$ cat src/rtl/hls_bridge_buffered.sv
// hls_bridge_buffered: CPU simple bus (cmd/rsp) to HLS ap_fifo bridge.
// Commands are packed into one word and buffered in a first-word-fall-through
// FIFO. Reads in flight are counted and capped. Response beats are registered
// for one cycle of latency before they reach the bus.
module hls_bridge_buffered #(
    parameter int DATA_WIDTH      = 32,
    parameter int DATA_ADDR_WIDTH = 32,
    parameter int CMD_DEPTH       = 4,
    parameter int MAX_OUTSTANDING = 4,
    parameter int MASK_WIDTH      = DATA_WIDTH / 8,
    parameter int CMD_WIDTH       = DATA_ADDR_WIDTH + DATA_WIDTH + MASK_WIDTH + 7
) (
    input  logic                                 clk,
    input  logic                                 rst,
    input  logic                                 io_bus_cmd_valid,
    output logic                                 io_bus_cmd_ready,
    input  logic [DATA_ADDR_WIDTH-1:0]           io_bus_cmd_payload_address,
    input  logic [DATA_WIDTH-1:0]                io_bus_cmd_payload_data,
    input  logic [MASK_WIDTH-1:0]                io_bus_cmd_payload_mask,
    input  logic                                 io_bus_cmd_payload_write,
    input  logic                                 io_bus_cmd_payload_uncached,
    input  logic [2:0]                           io_bus_cmd_payload_size,
    input  logic                                 io_bus_cmd_payload_last,
    output logic                                 io_bus_rsp_valid,
    output logic [DATA_WIDTH-1:0]                io_bus_rsp_payload_data,
    output logic                                 io_bus_rsp_payload_last,
    output logic [CMD_WIDTH-1:0]                 hls_cmd_din,
    input  logic                                 hls_cmd_full_n,
    output logic                                 hls_cmd_write,
    input  logic [DATA_WIDTH:0]                  hls_rsp_dout,
    input  logic                                 hls_rsp_empty_n,
    output logic                                 hls_rsp_read,
    output logic [$clog2(CMD_DEPTH):0]           cmd_level,
    output logic [$clog2(MAX_OUTSTANDING):0]     outstanding,
    output logic                                 rsp_orphan
);

    localparam int PW = $clog2(CMD_DEPTH);
    localparam int LW = PW + 1;
    localparam int OW = $clog2(MAX_OUTSTANDING) + 1;
    localparam logic [LW-1:0] DEPTH_L = LW'(CMD_DEPTH);
    localparam logic [OW-1:0] MAXO_L  = OW'(MAX_OUTSTANDING);

    logic [CMD_WIDTH-1:0]  cmd_mem [CMD_DEPTH];
    logic [PW-1:0]         wr_ptr_reg;
    logic [PW-1:0]         rd_ptr_reg;
    logic [LW-1:0]         level_reg;
    logic [OW-1:0]         outstanding_reg;
    logic                  orphan_reg;
    logic                  rsp_valid_reg;
    logic [DATA_WIDTH-1:0] rsp_data_reg;
    logic                  rsp_last_reg;

    logic                  cmd_ready;
    logic                  cmd_accept;
    logic                  cmd_pop;
    logic                  rsp_pop;
    logic                  rsp_pop_last;
    logic                  read_inc;
    logic                  read_dec;
    logic [CMD_WIDTH-1:0]  cmd_packed;

    // The packed word has one spare bit beyond the listed fields; it sits at
    // bit 0 and is always zero so that the address stays in the MSBs.
    assign cmd_packed = {io_bus_cmd_payload_address, io_bus_cmd_payload_data,
                         io_bus_cmd_payload_mask, io_bus_cmd_payload_write,
                         io_bus_cmd_payload_uncached, io_bus_cmd_payload_size,
                         io_bus_cmd_payload_last, 1'b0};

    // Ready uses only registered state: a full FIFO never accepts, even when
    // the head is being popped in the same cycle.
    assign cmd_ready    = ~rst & (level_reg < DEPTH_L)
                        & (io_bus_cmd_payload_write | (outstanding_reg < MAXO_L));
    assign cmd_accept   = io_bus_cmd_valid & cmd_ready;
    assign cmd_pop      = ~rst & (level_reg != '0) & hls_cmd_full_n;
    assign rsp_pop      = ~rst & hls_rsp_empty_n;
    assign rsp_pop_last = rsp_pop & hls_rsp_dout[DATA_WIDTH];
    assign read_inc     = cmd_accept & ~io_bus_cmd_payload_write & io_bus_cmd_payload_last;
    assign read_dec     = rsp_pop_last & (outstanding_reg != '0);

    assign io_bus_cmd_ready        = cmd_ready;
    assign hls_cmd_write           = ~rst & (level_reg != '0);
    assign hls_cmd_din             = rst ? '0 : cmd_mem[rd_ptr_reg];
    assign hls_rsp_read            = rsp_pop;
    assign io_bus_rsp_valid        = ~rst & rsp_valid_reg;
    assign io_bus_rsp_payload_data = rst ? '0 : rsp_data_reg;
    assign io_bus_rsp_payload_last = ~rst & rsp_last_reg;
    assign cmd_level               = rst ? '0 : level_reg;
    assign outstanding             = rst ? '0 : outstanding_reg;
    assign rsp_orphan              = ~rst & orphan_reg;

    // Command storage: written on accept, head read combinationally (FWFT).
    always_ff @(posedge clk) begin
        if (cmd_accept) begin
            cmd_mem[wr_ptr_reg] <= cmd_packed;
        end
    end

    // FIFO pointers and occupancy; pointers wrap naturally at CMD_DEPTH.
    always_ff @(posedge clk) begin
        if (rst) begin
            wr_ptr_reg <= '0;
            rd_ptr_reg <= '0;
            level_reg  <= '0;
        end else begin
            if (cmd_accept) begin
                wr_ptr_reg <= wr_ptr_reg + PW'(1);
            end
            if (cmd_pop) begin
                rd_ptr_reg <= rd_ptr_reg + PW'(1);
            end
            case ({cmd_accept, cmd_pop})
                2'b10:   level_reg <= level_reg + LW'(1);
                2'b01:   level_reg <= level_reg - LW'(1);
                default: level_reg <= level_reg;
            endcase
        end
    end

    // Read tracking: count reads in flight, flag last beats with none pending.
    always_ff @(posedge clk) begin
        if (rst) begin
            outstanding_reg <= '0;
            orphan_reg      <= 1'b0;
        end else begin
            case ({read_inc, read_dec})
                2'b10:   outstanding_reg <= outstanding_reg + OW'(1);
                2'b01:   outstanding_reg <= outstanding_reg - OW'(1);
                default: outstanding_reg <= outstanding_reg;
            endcase
            if (rsp_pop_last && outstanding_reg == '0) begin
                orphan_reg <= 1'b1;
            end
        end
    end

    // Response register: every popped beat is presented on the bus next cycle.
    always_ff @(posedge clk) begin
        if (rst) begin
            rsp_valid_reg <= 1'b0;
            rsp_data_reg  <= '0;
            rsp_last_reg  <= 1'b0;
        end else begin
            rsp_valid_reg <= rsp_pop;
            if (rsp_pop) begin
                rsp_data_reg <= hls_rsp_dout[DATA_WIDTH-1:0];
                rsp_last_reg <= hls_rsp_dout[DATA_WIDTH];
            end
        end
    end

endmodule

$ cat config.mk
export PLATFORM = sky130hd
export DESIGN_NAME = hls_bridge_buffered
export DESIGN_NICKNAME = d
export VERILOG_FILES = /design/src/rtl/hls_bridge_buffered.sv
export SDC_FILE = /design/constraint.sdc
export NUM_CORES = 1
export LEC_CHECK = 0
export BUFFER_PORTS_ARGS = -buffer_cell sky130_fd_sc_hd__clkbuf_2
export CAP_MARGIN = 20
export CORE_MARGIN = 4
export CORE_UTILIZATION = 51
export DETAILED_ROUTE_END_ITERATION = 7
export GPL_TIMING_DRIVEN = 0
export PLACE_DENSITY = 0.74
export SYNTH_ARGS = -nofsm -noshare
export SYNTH_HDL_FRONTEND = slang
export SYNTH_SLANG_ARGS = --single-unit
$ cat constraint.sdc
create_clock -name clk -period 4.4 [get_ports clk]
set_input_delay 0.88 -clock clk [delete_from_list [all_inputs] [get_ports clk]]
set_output_delay 0.88 -clock clk [all_outputs]
set_load 0.005 [all_outputs]
==> results of run 1 <==
[metal layers]
metal,share of wire (%),up-vias
met1,40,3406
li1,-,3126
met3,8.0,48
met5,0,-
met2,49,247
met4,2.4,0
[cell usage after synthesis (2+ instances only)]
master	instances
mux4_2	74
mux2i_1	2
fa_1	2
ha_1	6
mux2_2	33
buf_2	11
nand2_1	3
o31ai_1	2
buf_4	4
nor2b_1	39
nor2_1	18
dfxtp_1	47
edfxtp_1	296
a21oi_1	2
buf_6	7
and2_1	79
clkbuf_1	13
xor2_1	6
inv_1	10
[final timing paths]
path | end | slack [ps] | cells past startpoint
max reg2reg | outstanding_reg[2]$_SDFFE_PP0P_ | 2130 | 10
max | hls_cmd_din[37] | 830 | 7
min | rsp_last_reg$_SDFFE_PP0N_ | 510 | 2
min reg2reg | rsp_last_reg$_SDFFE_PP0N_ | 510 | 2
[cell type report]
cell class	instances	area (µm²)
Antenna cell	1	2.50
Buffer	36	216
Clock buffer	47	963
Clock inverter	12	163
Fill cell	1767	9300
Inverter	10	37.5
Multi-Input combinational cell	277	3150
Sequential cell	343	9830
Tap cell	330	413
Timing Repair Buffer	233	1260
[where the power goes]
part / switching, mW / internal (mW)
clock: 1.12 / 1.77
sequential: 0.0306 / 3.66
combinational: 0.330 / 0.371
[through the flow]
| step | utilization, % | cell area [µm²] | setup TNS (ps) |
|---|---|---|---|
| after floorplan | - | 13200 | 0 |
| after global placement | 58.4 | 14800 | -230640 |
| after detailed placement | 58.8 | 14900 | 0 |
| after CTS | 63.3 | 16000 | 0 |
| after global routing | 63.3 | 16000 | 0 |
| final | 63.3 | 16000 | 0 |
[critical path: cells and delay by family]
kind	cells	cell delay (ps)
buf+inv	6	1580
simple gates	1	230
[logic make-up after synthesis]
logic type	count (synthesis)	synth area share [%]
DFF	343	74.3
and+or+nand+nor	146	6.52
muxes	109	15.6
buffers and inverters	46	1.92
adders and majority gates	8	0.871
AOI/OAI and AO/OA	7	0.360
xor gates and xnor gates	6	0.397
other	1	0.0284
==> run_results.csv, run 1 <==
group,metric,value,unit
worst_setup_path,setup.worst_path.start,"rst",
worst_setup_path,cp.arrival,2690,ps
cts,root_buffer,"clkbuf_16",
grt,antenna_found_initial,0,
timing,finClkSkew,13.3,ps
finish,final_common_cell,"edfxtp_1",
cts,cts_resized,0,
synth,avgSynthCellArea,19.9,µm²
finish,syn2layout_area_growth,21.2,%
grt,grt_use_met1,23.6,%
power,power_density,455,nW/µm²
synth,yosysTopAreaCell,"edfxtp_1",
synth,synth.distinct_cells,31,
floorplan,start_util,52.2,%
timing,min_period,3570,ps
floorplan,die-area,28600,µm²
timing,hold_viol,0,
worst_setup_path,max_stage_delay,650,ps
synth,synth_area,13200,µm²
grt,grt_pass1_vias,7310,
finish,largest_reg_flops,296,
cts,post_cts_buffers,0,
power,power_leakage,5.80,nW
cts,htreeDepth,2,
synth,synthesis.nets,786,
synth,synth_top_area_share,67.2,%
place,place_hpwl,16.5,mm
cts,cts_tree,"built",
timing,finalCritPeriodShare,81.1,%
synth,synth_area_leaders,"edfxtp_1 67%, mux4_2 13%, dfxtp_1 7.1%",
grt,grtUsageMet2,29.7,%
worst_setup_path,crit_chain,"clkbuf_2 -> buf_2 -> inv_1 -> clkbuf_1 -> clkbuf_1 -> and2_1 -> clkbuf_2",
grt,grt_overflow,0,
timing,tightest_slew,827,ps
floorplan,ioPinCount,231,
cts,clock-sinks,343,
timing,drv_slew,0,
hold_path,min_from,"rsp_last_reg$_SDFFE_PP0N_",
floorplan,die_x,169,µm
finish,layout-drive-gt1-share,43.1,%
worst_setup_path,worst_setup_path_end_kind,"output port",
cts,insertion_delay,500,ps
cts,cts_hold_buf,0,
run,drv_cap,0,
grt,grtUsageMet3,4.93,%
grt,grt_max_degree,54,
route,drt_wl_total,25.3,mm
grt,grt_pass1_wl,40.0,mm
floorplan,core_area,25300,µm²
power,finalPower,7.29,mW
timing,grt_setup_unrepaired,"false",
timing,timing.final.ws_setup,829,ps
route,dr.pass1.iters,5,
place,numPortBuffers,229,
route,drc,0,
worst_setup_path,crit_type,"input port to output port",
synth,synth_edf_count,296,
grt,top_usage_layer,"met2",
floorplan,rows,58,
grt,grt_usage,17.9,%
worst_setup_path,r2r-start,"outstanding_reg[2]$_SDFFE_PP0P_",
route,drtIter0Drc,581,
power,irDropWorstVdd,336,µV
status,status,"finished, final reports clean",
finish,final_cells,1289,
cts,max-clock-path-buffers,3,
cts,path_clk_slew,50,ps
worst_setup_path,slowest_stage,"clkbuf_1",
timing,max_slew_margin,44.9,%
route,vias_per_cell,5.30,
synth,synth_ff_type,"edfxtp_1",
synth,synthCells,666,
worst_setup_path,cp_max_fo,11,
floorplan,die_h,169,µm
route,vias,6827,
cts,numCtsBuffers,36,
synth,ys_ff_latch,343,
route,wire_per_inst,19.7,µm
synth,seq_area_frac_synth,74.3,%
finish,final_nets,1057,
synth,async_flop_share,0,%
place,gp_congestion,0.766,
timing,fmax,280,MHz
route,ant_nets,0,
timing,whs,514,ps
worst_setup_path,cp-start-kind,"input port",
hold_path,hp-class,"register to register",
finish,final_cell_mix,"296 x edfxtp_1, 229 x clkbuf_2, 75 x and2_1, 74 x mux4_2, 47 x dfxtp_1",
worst_setup_path,crit_required,3520,ps
place,pre_cts_ws,701,ps
timing,setup_violations,0,
place,dp_cells,1229,
synth,yosys_warnings,0,
(Power assumes the default switching activity.)
==> inputs of run 2 (changes only) <==
--- a/config.mk
+++ b/config.mk
@@ -8,10 +8,10 @@
 export BUFFER_PORTS_ARGS = -buffer_cell sky130_fd_sc_hd__clkbuf_2
 export CAP_MARGIN = 20
 export CORE_MARGIN = 4
-export CORE_UTILIZATION = 51
+export CORE_UTILIZATION = 50
 export DETAILED_ROUTE_END_ITERATION = 7
 export GPL_TIMING_DRIVEN = 0
-export PLACE_DENSITY = 0.74
+export PLACE_DENSITY = 0.75
 export SYNTH_ARGS = -nofsm -noshare
 export SYNTH_HDL_FRONTEND = slang
 export SYNTH_SLANG_ARGS = --single-unit
==> constraint.sdc (replaced) <==
create_clock -name clk -period 3.15 [get_ports clk]
set_input_delay 0.63 -clock clk [delete_from_list [all_inputs] [get_ports clk]]
set_output_delay 0.63 -clock clk [all_outputs]
set_load 0.005 [all_outputs]
==> run 2 against run 1 <==
Die area rose by 1.9%. Clock skew rose by 2.0 ps. Routed wire length up 3.3%. Total power up 42%. Critical path depth is 1 lower. Cell count is 0.39% higher. Critical endpoint is now hls_cmd_din[19].
==> run_results.csv, run 2 (synthesis results as in run 1) <==
group,metric,value,unit
cts,root_buffer,"clkbuf_16",
floorplan,die-area,29100,µm²
timing,setup_tns,0,ps
floorplan,core_area,26100,µm²
floorplan,die_h,171,µm
timing,max_slew_margin,53.6,%
floorplan,ioPinCount,231,
cts,max-clock-path-buffers,3,
finish,final_cell_mix,"296 x edfxtp_1, 229 x clkbuf_2, 75 x and2_1, 74 x mux4_2, 47 x dfxtp_1",
worst_setup_path,crit_required,2520,ps
grt,grt_pass1_vias,7415,
place,gp_congestion,0.781,
route,ant_nets,0,
worst_setup_path,cp.arrival,2200,ps
timing,drv_slew,0,
floorplan,die_x,171,µm
worst_setup_path,crit_type,"input port to output port",
place,place_hpwl,17.2,mm
finish,utilization,61.8,%
route,vias_per_cell,5.26,
timing,finClkSkew,15.3,ps
cts,cts_tree,"built",
finish,layout-drive-gt1-share,43.8,%
timing,tightest_slew,695,ps
route,vias,6802,
grt,antenna_found_initial,2,
cts,path_clk_slew,60,ps
route,dr.pass1.iters,4,
finish,final_common_cell,"edfxtp_1",
timing,min_period,2830,ps
timing,setup_violations,0,
status,status,"finished, final reports clean",
finish,n_fill_cell,1901,
power,power_density,641,nW/µm²
hold_path,hp-class,"input port to register",
run,drv_cap,0,
finish,multi_input_comb_area,3150,µm²
worst_setup_path,cp_max_fo,12,
timing,fmax,353,MHz
route,drc,0,
cts,clock-sinks,343,
cts,numCtsBuffers,36,
power,irDropWorstVdd,548,µV
timing,finalCritPeriodShare,89.9,%
finish,syn2layout_area_growth,21.7,%
timing,timing.final.ws_setup,317,ps
grt,grt_usage,18.1,%
timing,hold_viol,0,
route,drtIter0Drc,587,
finish,diodes,0,
grt,grt_pass1_wl,40.6,mm
power,power_leakage,5.84,nW
grt,grt_overflow,0,
floorplan,rows,59,
timing,grt_setup_unrepaired,"false",
cts,insertion_delay,510,ps
place,pre_cts_ws,-14.1,ps
worst_setup_path,cp-start-kind,"input port",
cts,post_cts_buffers,0,
cts,cts_resized,0,
finish,final_nets,1056,
worst_setup_path,worst_setup_path_end_kind,"output port",
finish,regArea,9830,µm²
place,numPortBuffers,229,
power,finalPower,10.3,mW
timing,whs,324,ps
route,wire_per_inst,20.2,µm
cts,cts_hold_buf,0,
route,drt_wl_total,26.2,mm
finish,largest_reg_flops,296,
grt,grt_max_degree,51,
floorplan,start_util,50.7,%
cts,htreeDepth,2,
run 2: changes by cell type in the layout (fill, tap and decap cells not counted):
cell        delta
clkbuf_1       -7
clkbuf_8       +5
clkinv_8       +3
clkinv_2       +2
clkbuf_16      -1
clkinv_1       +1
clkinv_4       -1
clkinvlp_4     -1
diode_2        -1
run 2: final timing paths:
| kind | slack, ps | startpoint | depth (start not counted) | endpoint |
|---|---|---|---|---|
| max | 320 | rst | 6 | hls_cmd_din[19] |
| min | 320 | io_bus_cmd_payload_size[1] | 1 | cmd_mem[1][2]$_DFFE_PP_ |
| max reg2reg | 800 | level_reg[2]$_SDFFE_PP0P_ | 5 | cmd_mem[2][51]$_DFFE_PP_ |
| min reg2reg | 520 | rsp_last_reg$_SDFFE_PP0N_ | 2 | rsp_last_reg$_SDFFE_PP0N_ |
run 2: cell type report:
type                            instances  share of cell area (%)
Buffer                                 35                    1.32
Clock buffer                           45                    6.12
Clock inverter                         16                    1.30
Inverter                               10                   0.233
Multi-Input combinational cell        277                    19.6
Sequential cell                       343                    61.1
Tap cell                              335                    2.60
Timing Repair Buffer                  233                    7.80
run 2: worst max-delay path, cell delays in order:
cell,delay (ps)
clkbuf_2,90
buf_2,180
inv_1,530
clkbuf_1,430
and2_1,200
clkbuf_2,140
run 2: metal layers:
layer	up-vias	GRT usage, %	wire [µm]	share of wire (%)
met5	-	0	33	0.13
met4	4	3.89	385	1.5
met3	37	5.94	2320	8.8
met2	242	30.8	13000	50
met1	3372	22.9	10400	40
li1	3147	-	-	-
run 2: report_power, final:
part           internal (mW)  switching [mW]  total, mW
clock network           2.55            1.63       4.18
logic                  0.518           0.467      0.985
registers               5.12          0.0429       5.16
run 2: per-stage QoR:
| stage | instance area, µm² | std cells |
|---|---|---|
| after detailed placement | 14900 | 1234 |
| final | 16100 | 1294 |
| after floorplan | 13200 | 666 |
| after global routing | 16100 | 1294 |
| after global placement | 14800 | 1230 |
| after CTS | 16100 | 1294 |
==> inputs of run 3 (changes only) <==
--- a/config.mk
+++ b/config.mk
@@ -7,11 +7,13 @@
 export LEC_CHECK = 0
 export BUFFER_PORTS_ARGS = -buffer_cell sky130_fd_sc_hd__clkbuf_2
 export CAP_MARGIN = 20
+export CELL_PAD_IN_SITES_DETAIL_PLACEMENT = 1
+export CELL_PAD_IN_SITES_GLOBAL_PLACEMENT = 1
 export CORE_MARGIN = 4
-export CORE_UTILIZATION = 50
+export CORE_UTILIZATION = 43
 export DETAILED_ROUTE_END_ITERATION = 7
 export GPL_TIMING_DRIVEN = 0
-export PLACE_DENSITY = 0.75
+export PLACE_DENSITY_LB_ADDON = 0.1
 export SYNTH_ARGS = -nofsm -noshare
 export SYNTH_HDL_FRONTEND = slang
 export SYNTH_SLANG_ARGS = --single-unit
==> run 3 against run 2 <==
Total power down 1.0%. Sequential power about the same. Non-clock buffer count unchanged.
==> run_results.csv, run 3 (synthesis results as in run 1) <==
group,metric,value,unit
status,status,"finished, final reports clean",
power,internal_power,8.10,mW
finish,n_fill_cell,2833,
route,drc,0,
floorplan,die-area,33600,µm²
worst_setup_path,r2r-start,"outstanding_reg[2]$_SDFFE_PP0P_",
power,finalPower,10.2,mW
power,p_switching,2.12,mW
run,drv_cap,0,
cts,clock-sinks,343,
timing,finClkSkew,7.26,ps
route,wire_per_inst,20.7,µm
worst_setup_path,crit_type,"register to output port",
worst_setup_path,ff2ff_path_depth,10,
finish,final_common_cell,"edfxtp_1",
finish,final_cells,1354,
cts,max-clock-path-buffers,3,
hold_path,hp-class,"input port to register",
grt,antenna_found_initial,3,
grt,grt_pass1_wl,43.7,mm
timing,finalCritPeriodShare,88.0,%
route,vias_per_cell,5.13,
floorplan,ioPinCount,231,
cts,htreeDepth,2,
floorplan,die_h,183,µm
place,dp_cells,1289,
timing,hold_viol,0,
worst_setup_path,cp.arrival,2140,ps
cts,root_buffer,"clkbuf_16",
grt,grt_pass1_vias,7839,
finish,syn2layout_area_growth,22.0,%
worst_setup_path,cp-start-kind,"register",
power,irDropWorstVdd,371,µV
floorplan,core_area,30000,µm²
power,p_sw_share,20.7,%
worst_setup_path,crit_required,2520,ps
timing,min_period,2770,ps
finish,final_cell_mix,"296 x edfxtp_1, 229 x clkbuf_2, 75 x and2_1, 74 x mux4_2, 47 x dfxtp_1",
power,power_leakage,5.82,nW
grt,grt_max_degree,54,
timing,tightest_slew,625,ps
grt,grt_overflow,0,
finish,layout-drive-gt1-share,42.9,%
finish,diodes,0,
timing,fmax,361,MHz
cts,cts_tree,"built",
floorplan,start_util,44.1,%
finish,largest_reg_flops,296,
worst_setup_path,crit_end,"hls_cmd_din[62]",
floorplan,die_x,183,µm
cts,insertion_delay,500,ps
worst_setup_path,reg2reg_to,"outstanding_reg[2]$_SDFFE_PP0P_",
timing,setup_violations,0,
power,power_density,634,nW/µm²
route,vias,6943,
route,ant_nets,0,
cts,path_clk_slew,60,ps
finish,multi_input_comb_area,3150,µm²
route,drtIter0Drc,388,
cts,numCtsBuffers,37,
power,power_frac_clock,39.7,%
power,combPwrFrac,9.7,%
worst_setup_path,cp_max_fo,10,
place,place_hpwl,18.7,mm
finish,regArea,9830,µm²
place,numPortBuffers,229,
finish,final_nets,1057,
timing,drv_slew,0,
worst_setup_path,rrSetupSlack,750,ps
route,drt_wl_total,28.0,mm
timing,max_slew_margin,58.3,%
power,pwr-share-seq,50.5,%
worst_setup_path,worst_setup_path_end_kind,"output port",
grt,grt_usage,16.7,%
route,dr.pass1.iters,4,
cts,cts_resized,0,
floorplan,rows,63,
timing,grt_setup_unrepaired,"false",
place,gp_congestion,0.745,
==> run 3: changes by cell type in the layout (fill, tap and decap cells not counted) <==
| cell | delta |
|---|---|
| bufinv_16 | -2 |
| clkbuf_1 | +5 |
| clkbuf_16 | +3 |
| clkbuf_8 | -3 |
| clkinv_1 | +6 |
| clkinv_2 | -2 |
| clkinv_8 | -3 |
| inv_6 | +1 |
==> run 3: worst max-delay path: stages, from the launching register on <==
cell and delay [ps]:
dfxtp_1 320, buf_2 310, buf_2 350, mux4_2 360, and2_1 190, clkbuf_2 110
==> run 3: per-layer routing <==
metal	up-vias	wire length, µm	GRT usage, %
li1	3139	-	-
met1	3549	11100	20.7
met2	214	14400	29.6
met3	35	2090	4.94
met4	6	369	3.19
met5	-	40	0
==> run 3: worst min path at each step <==
stage | end | from | depth (start not counted)
2_1_floorplan | rsp_last_reg$_SDFFE_PP0N_ | rsp_last_reg$_SDFFE_PP0N_ | 2
3_3_place_gp | rsp_last_reg$_SDFFE_PP0N_ | rsp_last_reg$_SDFFE_PP0N_ | 2
3_5_place_dp | rsp_last_reg$_SDFFE_PP0N_ | rsp_last_reg$_SDFFE_PP0N_ | 2
4_1_cts | cmd_mem[0][42]$_DFFE_PP_ | io_bus_cmd_payload_address[0] | 1
5_1_grt | cmd_mem[3][50]$_DFFE_PP_ | io_bus_cmd_payload_address[8] | 1
6_report | cmd_mem[3][42]$_DFFE_PP_ | io_bus_cmd_payload_address[0] | 1
==> run 3: layout make-up <==
cell class                      count  area share [%]
Tap cell                          390            3.02
Timing Repair Buffer              233            7.79
Buffer                             35            1.32
Sequential cell                   343            60.9
Clock buffer                       50            6.43
Clock inverter                     16           0.752
Inverter                           10           0.233
Multi-Input combinational cell    277            19.5
==> run 3: repair_timing <==
| item | in CTS | in global routing |
|---|---|---|
| buffers inserted | 0 | 0 |
| endpoints found under the setup margin | 0 | 29 |
| hold buffers | 0 | 0 |
==> run 3: power groups by stage <==
stage	combinational [mW]	sequential [mW]	clock, mW
finish	0.993	5.16	4.06
global route	1.10	5.18	4.41
CTS	1.03	5.17	4.19
detailed placement	1.03	5.26	0
global placement	0.968	5.26	0
floorplan	0.619	5.25	0
==> run 3: metrics by stage <==
stage	setup TNS, ps	hold slack (ps)	util [%]	cell area [µm²]	setup slack, ps
finish	0	346	53.9	16100	379
global route	0	324	53.9	16100	198
CTS	0	321	53.9	16100	7.20
detailed placement	0	489	50.0	15000	29.2
global placement	-109620	468	49.6	14900	-379
floorplan	0	452	-	13200	543
